**src/rtl/aux_channel.sv**
```systemverilog
// DisplayPort AUX native request/reply engine: Manchester-II TX framing, reply SYNC-END detect and decode.
// Optional DEFER retry behaviour is enabled by defining AUX_DEFER_RETRY_EN.
module aux_channel #(
    parameter int HALFBIT  = 50,
    parameter int TIMEOUT  = 40000,
    parameter int PREAMBLE = 16
) (
    input  logic        clk,
    input  logic        rstn,
    input  logic [19:0] auxaddr,
    input  logic [7:0]  auxwdata,
    input  logic        auxwr,
    input  logic        auxreq,
    output logic        auxack,
    output logic        auxerr,
    output logic [7:0]  auxrdata,
    output logic        aux_tx,
    output logic        aux_oe,
    input  logic        aux_rx
);

    localparam int CW = $clog2(TIMEOUT + 8*HALFBIT + 4*PREAMBLE + 128);

    localparam logic [2:0] IDLE     = 3'd0;
    localparam logic [2:0] TX_SYNC  = 3'd1;
    localparam logic [2:0] TX_BYTES = 3'd2;
    localparam logic [2:0] TX_STOP  = 3'd3;
    localparam logic [2:0] RX_WAIT  = 3'd4;
    localparam logic [2:0] RX_BYTES = 3'd5;
    localparam logic [2:0] HOLD     = 3'd6;
`ifdef AUX_DEFER_RETRY_EN
    localparam logic [2:0] DEFER_WAIT = 3'd7;
`endif

    localparam logic [CW-1:0] HB_LAST    = CW'(HALFBIT - 1);
    localparam logic [CW-1:0] PRE_HALVES = CW'(2*PREAMBLE);
    localparam logic [CW-1:0] SYNC_LAST  = CW'(2*PREAMBLE + 7);
    localparam logic [CW-1:0] RD_LAST    = CW'(63);
    localparam logic [CW-1:0] WR_LAST    = CW'(79);
    localparam logic [CW-1:0] STOP_LAST  = CW'(7);
    localparam logic [CW-1:0] TO_LAST    = CW'(TIMEOUT - 1);
    localparam logic [CW-1:0] RUN_MIN    = CW'(3*HALFBIT);
    localparam logic [CW-1:0] SAMPLE_PT  = CW'(HALFBIT/2);
    localparam logic [CW-1:0] MID_PT     = CW'(HALFBIT);
    localparam logic [CW-1:0] WIN_HI     = CW'(HALFBIT + HALFBIT/2);
    localparam logic [CW-1:0] BIT_LAST   = CW'(2*HALFBIT - 1);

    logic [2:0]    state;
    logic [CW-1:0] hcnt, hidx, tcnt, pcnt, run_cnt;
    logic [CW-1:0] last_half, sync_off, cur_run, pcnt_next;
    logic [3:0]    bit_cnt;
    logic [19:0]   req_addr;
    logic [7:0]    req_data;
    logic          req_wr;
    logic [39:0]   tx_shift, frame;
    logic [7:0]    rx_shift, rx_byte;
    logic          rx_prev, armed, rx_edge, sync_hit, sample_now, realign;
`ifdef AUX_DEFER_RETRY_EN
    logic [2:0]    retry_cnt;
`endif

    assign frame = {(req_wr ? 4'b1000 : 4'b1001), req_addr, 8'h00, req_data};

    // Line drive is decoded from the half-bit index so the frame layout is visible in one place.
    always_comb begin
        aux_oe    = 1'b0;
        aux_tx    = 1'b0;
        last_half = STOP_LAST;
        sync_off  = hidx - PRE_HALVES;
        case (state)
            TX_SYNC: begin
                aux_oe    = 1'b1;
                last_half = SYNC_LAST;
                aux_tx    = (hidx < PRE_HALVES) ? hidx[0] : (sync_off < CW'(4));
            end
            TX_BYTES: begin
                aux_oe    = 1'b1;
                last_half = req_wr ? WR_LAST : RD_LAST;
                aux_tx    = tx_shift[39] ^ hidx[0];
            end
            TX_STOP: begin
                aux_oe = 1'b1;
                aux_tx = (hidx < CW'(4));
            end
            default: ;
        endcase
    end

    assign rx_edge    = (aux_rx != rx_prev);
    assign cur_run    = rx_edge ? CW'(1) : run_cnt + CW'(1);
    assign sync_hit   = armed && !aux_rx && (cur_run == RUN_MIN);
    assign sample_now = (pcnt == SAMPLE_PT);
    assign realign    = rx_edge && (pcnt > SAMPLE_PT) && (pcnt <= WIN_HI);
    assign rx_byte    = {rx_shift[6:0], aux_rx};
    // pcnt counts cycles within a reply bit; a mid-bit edge pins the phase back to HALFBIT.
    assign pcnt_next  = realign ? (MID_PT + CW'(1)) :
                        (pcnt == BIT_LAST) ? '0 : pcnt + CW'(1);

    always_ff @(posedge clk or negedge rstn) begin
        if (!rstn) begin
            state     <= IDLE;
            auxack    <= 1'b0;
            auxerr    <= 1'b0;
            auxrdata  <= '0;
            hcnt      <= '0;
            hidx      <= '0;
            tcnt      <= '0;
            pcnt      <= '0;
            run_cnt   <= '0;
            bit_cnt   <= '0;
            req_addr  <= '0;
            req_data  <= '0;
            req_wr    <= 1'b0;
            tx_shift  <= '0;
            rx_shift  <= '0;
            rx_prev   <= 1'b0;
            armed     <= 1'b0;
`ifdef AUX_DEFER_RETRY_EN
            retry_cnt <= '0;
`endif
        end else begin
            auxack  <= 1'b0;
            rx_prev <= aux_rx;
            case (state)
                IDLE: begin
                    if (auxreq) begin
                        req_addr <= auxaddr;
                        req_data <= auxwdata;
                        req_wr   <= auxwr;
                        hcnt     <= '0;
                        hidx     <= '0;
                        state    <= TX_SYNC;
`ifdef AUX_DEFER_RETRY_EN
                        retry_cnt <= '0;
`endif
                    end
                end
                TX_SYNC, TX_BYTES, TX_STOP: begin
                    if (hcnt == HB_LAST) begin
                        hcnt <= '0;
                        if (hidx == last_half) begin
                            hidx <= '0;
                            if (state == TX_SYNC) begin
                                state    <= TX_BYTES;
                                tx_shift <= frame;
                            end else if (state == TX_BYTES) begin
                                state <= TX_STOP;
                            end else begin
                                state   <= RX_WAIT;
                                tcnt    <= '0;
                                run_cnt <= '0;
                                armed   <= 1'b0;
                            end
                        end else begin
                            hidx <= hidx + CW'(1);
                            if (state == TX_BYTES && hidx[0])
                                tx_shift <= {tx_shift[38:0], 1'b0};
                        end
                    end else begin
                        hcnt <= hcnt + CW'(1);
                    end
                end
                RX_WAIT: begin
                    tcnt    <= tcnt + CW'(1);
                    run_cnt <= cur_run;
                    if (rx_edge)
                        armed <= !aux_rx && (run_cnt >= RUN_MIN);
                    if (tcnt == TO_LAST) begin
                        auxack <= 1'b1;
                        auxerr <= 1'b1;
                        state  <= HOLD;
                    end else if (sync_hit) begin
                        state   <= RX_BYTES;
                        pcnt    <= MID_PT;
                        bit_cnt <= '0;
                    end
                end
                RX_BYTES: begin
                    pcnt <= pcnt_next;
                    if (sample_now) begin
                        rx_shift <= rx_byte;
                        bit_cnt  <= bit_cnt + 4'd1;
                        if (bit_cnt == 4'd7) begin
                            case (rx_byte[7:4])
                                4'b0000: begin
                                    if (req_wr) begin
                                        auxack <= 1'b1;
                                        auxerr <= 1'b0;
                                        state  <= HOLD;
                                    end
                                end
`ifdef AUX_DEFER_RETRY_EN
                                4'b0010: begin
                                    if (retry_cnt == 3'd7) begin
                                        auxack <= 1'b1;
                                        auxerr <= 1'b1;
                                        state  <= HOLD;
                                    end else begin
                                        retry_cnt <= retry_cnt + 3'd1;
                                        tcnt      <= '0;
                                        state     <= DEFER_WAIT;
                                    end
                                end
`endif
                                default: begin
                                    auxack <= 1'b1;
                                    auxerr <= 1'b1;
                                    state  <= HOLD;
                                end
                            endcase
                        end else if (bit_cnt == 4'd15) begin
                            auxrdata <= rx_byte;
                            auxack   <= 1'b1;
                            auxerr   <= 1'b0;
                            state    <= HOLD;
                        end
                    end
                end
`ifdef AUX_DEFER_RETRY_EN
                DEFER_WAIT: begin
                    tcnt <= tcnt + CW'(1);
                    if (tcnt == TO_LAST) begin
                        hcnt  <= '0;
                        hidx  <= '0;
                        state <= TX_SYNC;
                    end
                end
`endif
                HOLD: begin
                    if (!auxreq)
                        state <= IDLE;
                end
                default: state <= IDLE;
            endcase
        end
    end

endmodule

```
**config.mk**
```make
export PLATFORM = sky130hd
export DESIGN_NAME = aux_channel
export DESIGN_NICKNAME = d
export VERILOG_FILES = /design/src/rtl/aux_channel.sv
export SDC_FILE = /design/constraint.sdc
export NUM_CORES = 1
export LEC_CHECK = 0
export ABC_CLOCK_PERIOD_IN_PS = 2300
export CAP_MARGIN = 20
export CORE_MARGIN = 3
export CORE_UTILIZATION = 55
export CTS_CLUSTER_SIZE = 8
export DETAILED_ROUTE_END_ITERATION = 16
export PLACE_DENSITY = 0.76
export SLEW_MARGIN = 30
export SYNTH_ARGS = -nofsm -noshare
export SYNTH_HDL_FRONTEND = slang
export SYNTH_SLANG_ARGS = --single-unit
```
**constraint.sdc**
```tcl
create_clock -name clk -period 2.3 [get_ports clk]
set_input_delay 0.345 -clock clk [delete_from_list [all_inputs] [get_ports clk]]
set_output_delay 0.345 -clock clk [all_outputs]
set_load 0.03 [all_outputs]
```
==> results.tsv <==
metric	value	unit
crit path DAT	2.98	ns
number of enable flip-flop cells after synthesis	0	
share of final-layout standard cells stronger than drive strength 1	34.6	%
Skew-Pair Late Insertion Delay	0.44	ns
leading area contributor after synthesis	dfrtp_1	
setup skew after layout	0.0106	ns
share of the yosys chip area belonging to registers	47.3	%
number of top-level pins	45	
chip height	136	um
pwr/cell area	522	nW/um^2
Crit path required time	2.63	ns
Post-Synthesis Cells	942	
share of flip-flops with an asynchronous set or reset	100	%
result of the run	complete, but fails checks	
combinational power share	6.3	%
final weighted congestion of routability-driven global placement	0.918	
CTS tree	yes	
library cell used as clock root buffer	clkbuf_16	
width of the die	136	um
total nets after synthesis	987	
critical path launch point type	flop	
Remaining Overflow, GRT	0	
Post-DP HPWL	15100	um
slew at the pin closest to its max-slew limit	0.722	ns
Syn. warnings	0	
relative contribution of sequential cells to total power	48.1	%
worst-case headroom to the max-slew limit	51.5	%
most common library cells after synthesis	dfrtp_1 (175), nand2_1 (116), nor2_1 (68)	
r2r worst-path depth	10	
number of synthesized register bits	175	
max-cap violations	0	
placed cell count	1301	
reg-to-reg critical path endpoint	tx_shift[11]	
period utilisation layout	115	%
min Tclk post-route	2.65	ns
diode insertion count for antenna repair	0	
final number of max-transition violations	0	
number of violations reported at the end of detailed-routing iteration 0	807	
clock network fraction of total power	45.6	%
detailed-route vias per instance	6.02	
Residual DRC	0	
non-filler cells, final	1368	
switching portion of total power	25.2	%
sw power	1650	uW
net count reported at finish	1184	
syn avg cell area	9.83	um^2
total wirelength of the detailed-routed design	25200	um
Synth Flop Type	dfrtp_1	
cell row count	46	
clk sink count	175	
maximum number of pins on one net before global-route repair	65	
critical path peak fanout	25	
post-synth design cell area	9260	um^2
DRT antenna net count	0	
total number of vias	8236	
dominant cell by count in the synthesized netlist	dfrtp_1	
final worst-path setup slack	-0.353	ns
final-layout setup total negative slack	-16.87	ns
highest attainable clock frequency	377	MHz
Pint	4900	uW
area fraction of the dominant cell type after synthesis	47.3	%
startpoint of the lowest-slack register-to-register path	hidx[13]	
number of global-route vias before repair	7974	
Hold/Removal Path Class	in2async	
maximum clock insertion buffer count	2	
full die area	18400	um^2
count of different cell masters after synthesis	71	
Hold Vio Cnt, Final	0	
IR Drop Worst-Case VDD	0.599	mV
crit path capture type	flop	
Layout Area Growth over Synthesis	35.7	%
placeable core region	16200	um^2
WL/cell	18.4	um
global-route total usage across every layer	25.9	%
effective utilization at floorplan	57.2	%
reported leakage power	0.00539	uW
First-pass DRT Iterations	5	
CTS HTree Levels	4	
cell types with the largest area share after synthesis	dfrtp_1 (47%), nand2_1 (4.7%), mux2_2 (4.4%), mux2i_1 (3.5%), o21ai_0 (3.2%)	
initial antenna violation count	0	
worst-case register-to-register setup slack	-0.35	ns
CTS clock-pin slew for the worst setup and hold paths	0.07	ns
RSZ-0062 raised after global routing	true	
setup violation total in the final timing report	115	
violated checks	negative setup slack	
classification of the worst setup path	reg2reg	
CTS buffer count	17	
global-route wire length before repair	38700	um
number of input and output port buffers inserted	44	
registers in the layout, summed over array words and instances, names as in the netlist, 3 cells and up:
name,flops
state,3
rx_shift,7
pcnt,16
bit_cnt,4
auxrdata,8
hidx,16
tcnt,16
req_addr,20
run_cnt,16
hcnt,16
tx_shift,40
req_data,8
worst max path at each step:
stage,startpoint,to,cells past startpoint
CTS,hidx[14],tx_shift[37],10
global route,hidx[13],tx_shift[11],10
detailed placement,aux_rx,pcnt[12],8
global placement,aux_rx,pcnt[7],8
floorplan,pcnt[14],auxrdata[0],6
finish,hidx[13],tx_shift[11],10
cells in the final DEF (no fill, tap or decap), types with 10 or more instances in the layout:
cell type,netlist,routed
dfrtp_1,175,172
buf_4,2,159
nand2_1,116,103
nor2_1,68,50
o21ai_1,33,44
clkdlybuf4s50_1,0,41
mux2_2,36,36
nand3_1,36,33
mux2i_1,32,31
o21ai_0,59,30
xor2_1,24,23
a21oi_1,31,23
buf_6,7,22
nand4_1,21,21
and3_1,21,19
clkbuf_16,0,18
xnor2_1,17,17
o21ai_2,0,16
inv_1,18,15
nor3_1,14,12
nor2b_1,11,11
nor2_2,1,10
nor2_4,0,10
worst max-delay path, stage by stage (launching register included):
cell       delay (ns)
dfrtp_1          0.39
nor4_2           0.29
buf_4            0.16
nand4b_1         0.22
buf_4            0.23
a211oi_4         0.20
nand4_1          0.19
a211o_4          0.47
clkbuf_16        0.23
nand2_1          0.10
o21ai_1          0.07
what timing repair did:
item | in CTS | in global routing
hold endpoints to repair | 60 | 0
setup buffers | 11 | 22
pin swaps | 38 | 57
gates resized for setup | 57 | 124
endpoints found under the setup margin | 102 | 125
hold buffers | 1 | 0
gates cloned | 3 | 1
per-stage QoR:
stage               hold WS [ns]  total power (uW)  area [um^2]  setup WS [ns]  util [%]
floorplan                 0.0494              3340         9380        -0.0876         -
global placement           0.390              3560        11000         -0.342      68.0
detailed placement         0.392              3560        11000         -0.399      68.0
CTS                        0.492              6540        12000         -0.192      74.0
global route               0.507              6780        12600         -0.450      77.7
finish                     0.460              6560        12600         -0.353      77.7
power by group through the flow:
stage / Clock, uW / Sequential [uW] / Combinational, uW
finish: 2990 / 3150 / 413
global route: 3170 / 3160 / 451
CTS: 3020 / 3150 / 374
detailed placement: 0 / 3210 / 359
global placement: 0 / 3200 / 353
floorplan: 0 / 3200 / 144
layout make-up:
cell class | count | area, um^2
Multi-Input combinational cell | 694 | 5160
Timing Repair Buffer | 233 | 2070
Tap cell | 216 | 270
Clock buffer | 17 | 425
Inverter | 18 | 67.6
Clock inverter | 15 | 194
Sequential cell | 175 | 4380
Fill cell | 941 | 3610
metal layers:
layer	GRT usage (%)	up-vias	share of wire [%]
li1	-	3792	-
met1	34.7	4088	42
met2	43.1	298	50
met3	5.31	58	5.4
met4	7.22	0	2.2
met5	0	-	0
cells by family (layout without fill, tap and decap cells):
kind of cell               count (synthesis)  in the layout  synth area share (%)
AOI/OAI and AO/OA                        206            206                  14.5
adders and majority gates                 12             12                  1.62
xor gates and xnor gates                  41             41                  3.88
DFF                                      175            175                  47.3
buffers and inverters                     74            283                  3.81
muxes                                     77             77                  9.26
and+or+nand+nor                          357            358                  19.6
Note: power is estimated with default switching activity, not from simulation.
